--- src/rtl/mips_pkg.sv ---
// Shared types and constants for the MIPS front end: fetch queue state, reset vector, queue entry.
package mips_pkg;

  localparam logic [31:0] RESET_VECTOR = 32'hBFC0_0000;

  typedef enum logic [1:0] {
    IDLE,
    REQ,
    DROP
  } fq_state_t;

  typedef struct packed {
    logic [31:0] pc;
    logic [31:0] inst;
  } fetch_entry_t;

  function automatic logic [31:0] word_align(input logic [31:0] addr);
    return {addr[31:2], 2'b00};
  endfunction

endpackage

--- src/rtl/fetch_fifo.sv ---
// Synchronous FIFO of {pc, inst} fetch entries; flush clears it and overrides push/pop.
module fetch_fifo
  import mips_pkg::*;
#(
  parameter int unsigned DEPTH = 4
) (
  input  logic                   clk,
  input  logic                   rst_n,
  input  logic                   flush,
  input  logic                   push,
  input  logic                   pop,
  input  fetch_entry_t           din,
  output fetch_entry_t           head,
  output logic [$clog2(DEPTH):0] count
);

  localparam int unsigned PW = $clog2(DEPTH);
  localparam int unsigned CW = PW + 1;

  fetch_entry_t  mem_q [DEPTH];
  logic [PW-1:0] wr_q, rd_q;
  logic [CW-1:0] count_q;
  logic          do_push, do_pop;

  // A push into a full FIFO is only taken when the head leaves in the same cycle.
  assign do_pop  = pop & (count_q != '0);
  assign do_push = push & ((count_q != CW'(DEPTH)) | do_pop);

  always_ff @(posedge clk) begin
    if (!rst_n || flush) begin
      wr_q    <= '0;
      rd_q    <= '0;
      count_q <= '0;
    end else begin
      if (do_push) wr_q <= wr_q + PW'(1);
      if (do_pop)  rd_q <= rd_q + PW'(1);
      count_q <= count_q + CW'(do_push) - CW'(do_pop);
    end
  end

  always_ff @(posedge clk) begin
    if (do_push && !flush) mem_q[wr_q] <= din;
  end

  assign head  = mem_q[rd_q];
  assign count = count_q;

endmodule

--- src/rtl/fetch_queue.sv ---
// Instruction prefetch queue: sequential word fetches over req/ack, buffered for IF, redirect flush.
module fetch_queue
  import mips_pkg::*;
#(
  parameter int unsigned DEPTH    = 4,
  parameter logic [31:0] RESET_PC = RESET_VECTOR
) (
  input  logic        clk,
  input  logic        rst_n,
  input  logic        redirect,
  input  logic [31:0] redirect_pc,
  input  logic        hold_if,
  output logic        imem_req,
  output logic [31:0] imem_addr,
  input  logic        imem_ack,
  input  logic [31:0] imem_rdata,
  output logic        inst_valid,
  output logic [31:0] inst_out,
  output logic [31:0] pc_out
);

  localparam int unsigned CW = $clog2(DEPTH) + 1;
  localparam logic [CW-1:0] FULL_CNT = CW'(DEPTH);

  fq_state_t     state_q;
  logic [31:0]   fetch_pc_q, drop_addr_q;
  logic [CW-1:0] count, count_next;
  fetch_entry_t  head, push_entry;
  logic          push, pop;

  assign imem_req   = (state_q != IDLE);
  assign imem_addr  = (state_q == DROP) ? drop_addr_q : fetch_pc_q;
  assign inst_valid = (count != '0);
  assign inst_out   = head.inst;
  assign pc_out     = head.pc;

  assign pop        = inst_valid & ~hold_if;
  assign push       = (state_q == REQ) & imem_ack & ~redirect;
  assign count_next = count + CW'(push) - CW'(pop);
  assign push_entry = '{pc: fetch_pc_q, inst: imem_rdata};

  fetch_fifo #(
    .DEPTH(DEPTH)
  ) u_fifo (
    .clk  (clk),
    .rst_n(rst_n),
    .flush(redirect),
    .push (push),
    .pop  (pop),
    .din  (push_entry),
    .head (head),
    .count(count)
  );

  always_ff @(posedge clk) begin
    if (!rst_n) begin
      state_q     <= IDLE;
      fetch_pc_q  <= RESET_PC;
      drop_addr_q <= RESET_PC;
    end else if (redirect) begin
      fetch_pc_q <= word_align(redirect_pc);
      unique case (state_q)
        IDLE: state_q <= REQ;
        // An unanswered request must still complete; its answer is thrown away in DROP.
        REQ: begin
          if (!imem_ack) begin
            drop_addr_q <= fetch_pc_q;
            state_q     <= DROP;
          end
        end
        DROP:    state_q <= DROP;
        default: state_q <= IDLE;
      endcase
    end else begin
      unique case (state_q)
        IDLE: begin
          if (count_next < FULL_CNT) state_q <= REQ;
        end
        REQ: begin
          if (imem_ack) begin
            fetch_pc_q <= fetch_pc_q + 32'd4;
            if (count_next >= FULL_CNT) state_q <= IDLE;
          end
        end
        DROP: begin
          if (imem_ack) state_q <= REQ;
        end
        default: state_q <= IDLE;
      endcase
    end
  end

endmodule

--- config.mk ---
export PLATFORM = sky130hd
export DESIGN_NAME = fetch_queue
export DESIGN_NICKNAME = d
export VERILOG_FILES = /design/src/rtl/mips_pkg.sv /design/src/rtl/fetch_fifo.sv /design/src/rtl/fetch_queue.sv
export SDC_FILE = /design/constraint.sdc
export NUM_CORES = 1
export LEC_CHECK = 0
export CELL_PAD_IN_SITES_DETAIL_PLACEMENT = 1
export CELL_PAD_IN_SITES_GLOBAL_PLACEMENT = 1
export CORE_MARGIN = 4
export CORE_UTILIZATION = 45
export DETAILED_ROUTE_END_ITERATION = 10
export PLACE_DENSITY = 0.78
export SYNTH_ARGS = -nofsm -noshare
export SYNTH_HDL_FRONTEND = slang
export SYNTH_SLANG_ARGS = --single-unit
--- constraint.sdc ---
create_clock -name clk -period 5.8 [get_ports clk]
set_clock_uncertainty 0.2 [all_clocks]
set_input_delay 0.58 -clock clk [delete_from_list [all_inputs] [get_ports clk]]
set_output_delay 0.58 -clock clk [all_outputs]
set_load 0.005 [all_outputs]
==> reports/results.txt <==
family with the most delay on the worst path: buffers and inverters
dominant cell type by area after synthesis: edfxtp_1
IO Port Bufs: 160
hold slack: 0.264 ns
worst path bufs/invs: 3
Detailed Routing Iterations Pass 1: 5
Synth area leaders: edfxtp_1 58%, dfxtp_1 11%, mux4_2 11%
Gate Count Post-Synth: 775
Post-CTS Setup Repair Bufs: 0
largest net degree at the start of global routing: 64
critical path endpoint category: output port
worst min-delay path startpoint: drop_addr_q[5]
TritonCTS buffer count: 35
Post-DRT Antenna Nets: 0
Post-synth ARST share: 0
Avg WL per Cell: 22.0 um
post-DP HPWL: 17.6 mm
Final setup viols: 0
CTS Sinks: 319
r2r worst-path depth: 5
vias in the first global route: 7930
TNS Setup: 0 ns
Worst EP arrival: 3.03 ns
max_cap viols: 0
worst-margin pin slew: 1.06 ns
number of fill cells in the layout: 2590
Synth Warn #: 0
Die ar.: 0.0311 sq mm
Final nets: 1017
Slew HR: 0.295
synthesized cell area: 0.0127 sq mm
Clock Pin Slew Worst Setup and Hold Paths: 0.06 ns
via count: 7336
top-area cell type share of the netlist area: 0.585
Pleak: 5.22 nW
Worst path slowest cell: ha_1
slowest stage delay, CP: 0.79 ns
Main synth FF type: edfxtp_1
Die X: 176 um
Post-synth EDFFs: 248
Min-Delay Path Depth: 2
drt drc: 0
antenna violations before repair: 0
layout cell share with drive strength beyond 1: 0.171
mean number of vias per cell: 5.48
antenna cells: 0
Hold Buf Count CTS: 0
number of synthesized register bits: 319
Critical Path RT: 5.02 ns
Slew Limit Fails: 0
Skew-Pair Late Insertion Delay: 0.50 ns
1st-iter DRT viols: 410
Core Rows: 61
Clock Tree Buf Depth: 3
Die Ht: 176 um
Peak VDD IR: 0.000190 V
outcome: finished, final reports clean
I/O pin total: 167
top-count cell post-synth: edfxtp_1
Crit path depth: 5
Tcrit/Tclk final: 0.656
number of gates resized after cts: 0
Worst R2R Start: state_q[1]
Worst R2R End: u_fifo.mem_q[3][3]
Final GP Congestion: 0.731
area delta synth->final: 24.2%
R2R Setup Slk: 2.68 ns
worst min path class: flop to flop
Root Buffer: clkbuf_16
first-pass GRT wire length: 46.6 mm
min cycle time layout: 3.81 ns
Yosys cell types: 52
core area: 0.0279 sq mm
H-tree Lvls: 2
worst-path fanout max: 18
GRT Resource Usage Total: 0.194
Power Total: 0.00522 W
final WL: 29.5 mm
worst path cell trace: inv_1 -> ha_1 -> buf_4 -> mux2_2 -> clkdlybuf4s50_1
CP Class: flop to output port
Starting Density: 0.457
Power Density: 330 mW/mm^2
syn_area_per_cell: 16.4 sq um
gr ovfl total: 0
Fmax achieved: 263 MHz
Worst Hold End: drop_addr_q[5]
RSZ-0062 raised after global routing: false
Post-synth top cells: 248 x edfxtp_1, 88 x nand2_1, 71 x dfxtp_1
Setup crit start kind: flop
Util after Layout: 0.568
Final Hold Fails: 0
sequential fraction of the synthesis area: 0.696
TritonCTS clock tree: built
[stage by stage]
stage	setup slack [ns]	std cells	instance area [sq um]
2_1_floorplan	2.39	778	12700
3_3_place_gp	2.17	1277	14700
3_5_place_dp	2.10	1277	14700
4_1_cts	1.99	1339	15800
5_1_grt	1.92	1339	15800
6_report	1.99	1339	15800
[per-layer routing]
metal  share of wire  track usage  up-vias
li1                -            -     3302
met1            0.42        0.259     3770
met2            0.50        0.328      214
met3           0.060       0.0409       50
met4           0.023       0.0494        0
met5               0            0        -
[registers in the layout, indices dropped and copies added (netlist names), named ones only]
signal	count
u_fifo.mem_q	248
drop_addr_q	30
fetch_pc_q	30
u_fifo.count	3
state_q	2
u_fifo.rd_q	2
u_fifo.wr_q	2
[area by class of cell]
| class | instances | area, sq um | area share |
|---|---|---|---|
| Sequential cell | 319 | 8880 | 0.561 |
| Clock buffer | 42 | 955 | 0.0603 |
| Timing Repair Buffer | 168 | 1660 | 0.105 |
| Inverter | 13 | 48.8 | 0.00308 |
| Tap cell | 378 | 473 | 0.0299 |
| Clock inverter | 20 | 179 | 0.0113 |
| Multi-Input combinational cell | 399 | 3640 | 0.230 |
[worst max-delay path by stage]
stage | slack [ns] | from | endpoint
after floorplan | 2.39 | state_q[1] | u_fifo.mem_q[0][0]
after global placement | 2.17 | imem_ack | u_fifo.mem_q[1][8]
final | 1.99 | state_q[0] | imem_addr[16]
after CTS | 1.99 | state_q[0] | imem_addr[16]
after detailed placement | 2.10 | imem_ack | u_fifo.mem_q[1][9]
after global routing | 1.92 | state_q[0] | imem_addr[16]
[placed cells by master (no fill, tap or decap), types with 4 or more instances in the layout]
| master | count |
|---|---|
| clkinv_2 | 7 |
| clkbuf_16 | 37 |
| and2_4 | 4 |
| clkinv_1 | 7 |
| edfxtp_1 | 248 |
| and3_1 | 4 |
| conb_1 | 4 |
| buf_4 | 8 |
| mux2_2 | 27 |
| ha_1 | 11 |
| xnor2_1 | 21 |
| clkdlybuf4s50_1 | 159 |
| o21ai_0 | 19 |
| a21oi_1 | 9 |
| mux4_2 | 62 |
| and2_1 | 6 |
| inv_1 | 12 |
| dfxtp_1 | 69 |
| nor3_1 | 13 |
| xor2_1 | 7 |
| nand2b_1 | 6 |
| o211a_1 | 12 |
| nand3_1 | 19 |
| nand2_1 | 88 |
| clkbuf_1 | 4 |
| nor2_1 | 15 |
| nor4_1 | 5 |
| nor2b_1 | 4 |
| a21boi_0 | 22 |
| or3_1 | 4 |
| nand4_1 | 7 |
[report_power, final]
part           total, W  internal (W)  switching [W]  leakage [nW]
combinational  0.000457      0.000247       0.000210          1.85
sequential      0.00259       0.00253      0.0000573          2.82
clock           0.00217       0.00131       0.000866         0.552
[cells by family (layout without fill, tap and decap cells)]
family,count (synthesis),in the layout,share of synthesized area
other,1,4,0.000294
adders and majority gates,12,12,0.0124
buffers and inverters,60,243,0.0202
DFF,319,319,0.696
xor gates and xnor gates,28,28,0.0193
AOI/OAI and AO/OA,76,76,0.0424
muxes,90,90,0.134
and+or+nand+nor,189,189,0.0749
[worst min-delay path, cell delays in order (launching register included)]
cell and delay (ns):
dfxtp_1 0.30, nand2_1 0.05, a21boi_0 0.06
No activity file was read; power rests on OpenSTA's default activity.
